### config.mk
export PLATFORM = sky130hd
export DESIGN_NAME = operand_fetch
export DESIGN_NICKNAME = d
export VERILOG_FILES = /design/src/rtl/alu_pkg.sv /design/src/rtl/regfile.sv /design/src/rtl/operand_fetch.sv
export SDC_FILE = /design/constraint.sdc
export NUM_CORES = 2
export LEC_CHECK = 0
export ABC_AREA = 1
export CORE_AREA = 2 2 529 531
export DETAILED_ROUTE_END_ITERATION = 8
export DIE_AREA = 0 0 531 533
export PLACE_DENSITY = 0.47
export SYNTH_ARGS = -nofsm -noshare
export SYNTH_HDL_FRONTEND = slang
export SYNTH_HIERARCHICAL = 1
export SYNTH_SLANG_ARGS = --single-unit
### constraint.sdc
create_clock -name Clk -period 4.2 [get_ports Clk]
set_clock_uncertainty 0.15 [all_clocks]
set_input_delay 0.42 -clock Clk [delete_from_list [all_inputs] [get_ports Clk]]
set_output_delay 0.42 -clock Clk [all_outputs]
set_load 0.01 [all_outputs]
### src/rtl/alu_pkg.sv
// Shared encodings and sizes for the operand-fetch stage and the ALU behind it.
package alu_pkg;

    localparam int WIDTH = 32;
    localparam int DEPTH = 32;
    localparam int AW    = $clog2(DEPTH);

    typedef enum logic [3:0] {
        OP_ADD = 4'b0000,
        OP_SUB = 4'b0001,
        OP_AND = 4'b0010,
        OP_OR  = 4'b0011,
        OP_NOT = 4'b0100,
        OP_SRA = 4'b1000,
        OP_SLL = 4'b1001,
        OP_SRL = 4'b1010,
        OP_ROL = 4'b1100,
        OP_ROR = 4'b1101
    } alu_op_e;

    typedef enum logic [1:0] {
        IMM_ZERO = 2'b00,
        IMM_SIGN = 2'b01,
        IMM_HIGH = 2'b10,
        IMM_RSVD = 2'b11
    } imm_mode_e;

    // Reserved mode falls through to zero-extension.
    function automatic logic [WIDTH-1:0] ext_imm(input logic [15:0] imm, input logic [1:0] mode);
        case (mode)
            IMM_SIGN: return {{16{imm[15]}}, imm};
            IMM_HIGH: return {imm, 16'h0000};
            default:  return {16'h0000, imm};
        endcase
    endfunction

endpackage

### src/rtl/regfile.sv
// 2-read 1-write register file; R0 reads zero, same-cycle writes bypass to the read ports.
module regfile
    import alu_pkg::*;
#(
    parameter int RF_DEPTH = DEPTH,
    parameter int RF_WIDTH = WIDTH,
    parameter int RF_AW    = $clog2(RF_DEPTH)
) (
    input  logic                clk,
    input  logic                rst_n,
    input  logic                we,
    input  logic [RF_AW-1:0]    waddr,
    input  logic [RF_WIDTH-1:0] wdata,
    input  logic [RF_AW-1:0]    ra,
    input  logic [RF_AW-1:0]    rb,
    output logic [RF_WIDTH-1:0] rda,
    output logic [RF_WIDTH-1:0] rdb
);

    logic [RF_WIDTH-1:0] mem [RF_DEPTH];

    always_ff @(posedge clk or negedge rst_n) begin
        if (!rst_n) begin
            for (int i = 0; i < RF_DEPTH; i++) mem[i] <= '0;
        end else if (we && waddr != '0) begin
            mem[waddr] <= wdata;
        end
    end

    always_comb begin
        rda = mem[ra];
        rdb = mem[rb];
        if (we && waddr == ra) rda = wdata;
        if (we && waddr == rb) rdb = wdata;
        if (ra == '0) rda = '0;
        if (rb == '0) rdb = '0;
    end

endmodule

### src/rtl/operand_fetch.sv
// Operand-fetch stage: register read with bypass, immediate select, hazard scoreboard,
// and a single registered output slot feeding the ALU.
module operand_fetch
    import alu_pkg::*;
(
    input  logic             Clk,
    input  logic             Reset_n,
    input  logic             In_Valid,
    output logic             In_Ready,
    input  logic [AW-1:0]    In_Rs,
    input  logic [AW-1:0]    In_Rt,
    input  logic [AW-1:0]    In_Rd,
    input  logic [15:0]      In_Imm,
    input  logic [1:0]       In_ImmMode,
    input  logic             In_BSel,
    input  logic [3:0]       In_Op,
    input  logic             In_RegWrite,
    output logic             Out_Valid,
    input  logic             Out_Ready,
    output logic [WIDTH-1:0] Out_A,
    output logic [WIDTH-1:0] Out_B,
    output logic [3:0]       Out_Op,
    output logic [AW-1:0]    Out_Rd,
    output logic             Out_RegWrite,
    input  logic             Wb_En,
    input  logic [AW-1:0]    Wb_Addr,
    input  logic [WIDTH-1:0] Wb_Data,
    input  logic             Flush
);

    logic [DEPTH-1:0] pending, pending_nxt, wb_mask, eff_pend;
    logic [WIDTH-1:0] rd_a, rd_b;
    logic             hazard, accept;

    regfile u_rf (
        .clk   (Clk),
        .rst_n (Reset_n),
        .we    (Wb_En),
        .waddr (Wb_Addr),
        .wdata (Wb_Data),
        .ra    (In_Rs),
        .rb    (In_Rt),
        .rda   (rd_a),
        .rdb   (rd_b)
    );

    // A writeback retiring this cycle already satisfies the consumer through the bypass.
    always_comb begin
        wb_mask = '0;
        if (Wb_En) wb_mask[Wb_Addr] = 1'b1;
        eff_pend = pending & ~wb_mask;
        hazard   = eff_pend[In_Rs] | (!In_BSel & eff_pend[In_Rt]) | (In_RegWrite & eff_pend[In_Rd]);
    end

    assign In_Ready = !hazard && (!Out_Valid || Out_Ready) && !Flush;
    assign accept   = In_Valid && In_Ready;

    // Set is applied last so it wins over a same-cycle clear.
    always_comb begin
        pending_nxt = pending & ~wb_mask;
        if (Flush && Out_Valid && Out_RegWrite) pending_nxt[Out_Rd] = 1'b0;
        if (accept && In_RegWrite) pending_nxt[In_Rd] = 1'b1;
        pending_nxt[0] = 1'b0;
    end

    always_ff @(posedge Clk or negedge Reset_n) begin
        if (!Reset_n) begin
            pending      <= '0;
            Out_Valid    <= 1'b0;
            Out_A        <= '0;
            Out_B        <= '0;
            Out_Op       <= '0;
            Out_Rd       <= '0;
            Out_RegWrite <= 1'b0;
        end else begin
            pending <= pending_nxt;
            if (Flush)          Out_Valid <= 1'b0;
            else if (accept)    Out_Valid <= 1'b1;
            else if (Out_Ready) Out_Valid <= 1'b0;
            if (accept) begin
                Out_A        <= rd_a;
                Out_B        <= In_BSel ? ext_imm(In_Imm, In_ImmMode) : rd_b;
                Out_Op       <= In_Op;
                Out_Rd       <= In_Rd;
                Out_RegWrite <= In_RegWrite;
            end
        end
    end

endmodule

==> flow_summary.toml <==
[run_status]
status = "finished, final reports clean"

[timing]
setup_slack_ps = 240
timing.fmax_ghz = 0.253
min_period_over_period_pct = 94.3
hold_viol = 0
slew_headroom_pct = 19.7
post-route-min-period_ps = 3960
max_slew.worst_pin.slew_ps = 1210
setup-violations-final = 0
drv_slew = 0
tns_ps = 0
hold-worst-slack_ps = 121
rsz0062_at_grt = "false"

[place]
io_buffers = 157
placedCellCount = 13100
dp_hpwl_um = 176000
dp_slack_ps = 224
gp_congestion = 0.864

[critical_path]
cp.arrival_ps = 3390
path_max_fanout = 8
cp-end-kind = "primary output"
start_kind = "input pin"
setup.worst_path.class = "in2out"
cp.required_ps = 3630

[global_routing]
grt_first_pass_wirelength_um = 442000
grt_pass1_vias = 62700
grt_usage_pct = 20.8
grt_antenna_before_repair = 17
grt_max_degree = 184
overflow = 0

[drt]
wl_um = 301000
vias = 66400
first_iter_violations = 7541
wl_per_cell_um = 22.6
drc = 0
viasPerCell = 4.98
firstDrtPassIters = 8
ant_nets = 0

[clock_tree]
post-cts-setup-buffers = 0
clk_pin_slew_ps = 60
cts_tree = "yes"
cts_max_level = 4
cts_resized = 0
cts_buffer_depth = 4
cts_root_buffer = "clkbuf_16"
clk_latency_ps = 820
cts_buffers = 144
cts.sinks = 1130

[yosys]
synth_edf_count = 0
yosysWarnings = 6
ys_ff_latch = 1130
synth_ff_type = "dfrtp_1"
synth_seq_area_share_pct = 42.7
ys_types = 37
syn_avg_cell_area_um2 = 6.78
async_flop_share_pct = 100
syn-num-nets = 9842
synth_area_um2 = 66200
synthCells = 9758

[final_layout]
final_cells = 13300
fillers = 30400
drive_gt1_share_pct = 6.47
final_nets = 9595
utilization_pct = 27.6
syn2layout_area_growth_pct = 15.9
final_cell_mix = "3,178 x nand2_1, 1,564 x nand3_1, 1,130 x dfrtp_1, 1,075 x o21ai_0, 1,027 x inv_1"
layout_commonest_cell = "nand2_1"

[worst_hold_path]
hold_path.class = "in2reg"

[die]
core-area_um2 = 278000
start_util_pct = 23.8
die_h_um = 533
io-pin-count = 158
std_cell_rows = 194
die_w_um = 531
dieArea_um2 = 283000

[job]
timing.max_cap.violations = 0

[power]
leakagePower_nw = 36.6
power_density_nw_per_um2 = 452
irDropWorstVdd_uv = 281
where the power goes:
part	switching (mW)	internal (mW)
combinational	5.26	2.84
sequential	1.17	13.0
clock	5.13	7.24
synth_stat cells, types with 9 or more instances:
master	n	area share, %
nand2_1	3188	18
nand3_1	1566	12
dfrtp_1	1130	43
o21ai_0	1075	8.1
inv_1	1030	5.8
clkbuf_1	526	3.0
nor2_1	305	1.7
o211ai_1	199	2.3
buf_2	176	1.3
a21oi_1	139	1.1
o21ai_1	89	0.67
buf_1	82	0.46
o21ai_2	50	0.66
o21bai_1	31	0.35
or2_2	26	0.25
a21boi_0	17	0.19
nand2_2	17	0.16
a22oi_1	16	0.18
nor3_1	16	0.12
buf_6	14	0.24
inv_2	14	0.079
nor2_4	9	0.15
per-layer routing:
| metal | vias to the layer above | track usage, % | share of wire (%) |
|---|---|---|---|
| li1 | 30700 | - | - |
| met1 | 32000 | 28.9 | 44 |
| met2 | 3130 | 32.9 | 44 |
| met3 | 550 | 3.16 | 8.4 |
| met4 | 6 | 6.81 | 3.4 |
| met5 | - | 0 | 0.013 |
layout make-up:
| cell class | instances | area [um2] | share of cell area, % |
|---|---|---|---|
| antenna | 5 | 12.5 | 0.0163 |
| multi-input combinational | 6774 | 30800 | 40.1 |
| inverter | 1049 | 3970 | 5.18 |
| clock buffer | 214 | 4230 | 5.52 |
| timing repair buffer | 412 | 4510 | 5.88 |
| tap | 3724 | 4660 | 6.07 |
| sequential | 1130 | 28300 | 36.9 |
| clock inverter | 28 | 287 | 0.374 |
metrics by stage:
step                      power (mW)  instance area (um2)
after global placement          22.2                72100
after CTS                       34.9                76700
after detailed placement        22.4                72100
after global routing            36.7                76700
final                           34.6                76700
after floorplan                 19.2                66200
critical path: stages:
cell and delay, ps:
clkdlybuf4s50_1 730, inv_2 80, nor2_4 340, nand2_1 120
nand2_1 110, nand2_1 60, nand3_1 110, nand3_1 110
nand2_1 80, nand2_1 40, nand3_1 120, nand2_1 80
nor2_2 210, and2_1 200, clkdlybuf4s50_1 540
worst paths after layout:
path,from,end,slack [ps],cells after the start
setup / recovery,Wb_Addr[1],In_Ready,240,15
max in group asynchronous,Reset_n,u_rf/mem[348],2340,4
hold / removal,Flush,Out_Valid,120,2
min in group asynchronous,Reset_n,u_rf/mem[270],140,2
hold reg to reg,u_rf/mem[1022],u_rf/mem[1022],220,0
setup reg to reg,pending[10],Out_A[1],1650,12
kinds of logic after synthesis:
group           share of synthesized area, %
compound gates                          13.6
xor+xnor                              0.0397
fa+ha+maj                             0.0378
buf+inv                                 11.0
flops                                   42.7
simple gates                            32.6
repair_timing:
action / in CTS / in global routing
endpoints found under the setup margin: 0 / 0
hold buffers: 5 / 0
endpoints found under the hold margin: 44 / 0
registers in the layout, indices dropped and copies added, names as in the netlist:
name,flops
Out_B,32
Out_Rd,5
Out_Op,4
Out_RegWrite,1
pending,31
Out_A,32
u_rf/mem,1024
Out_Valid,1
(Power assumes the default switching activity.)
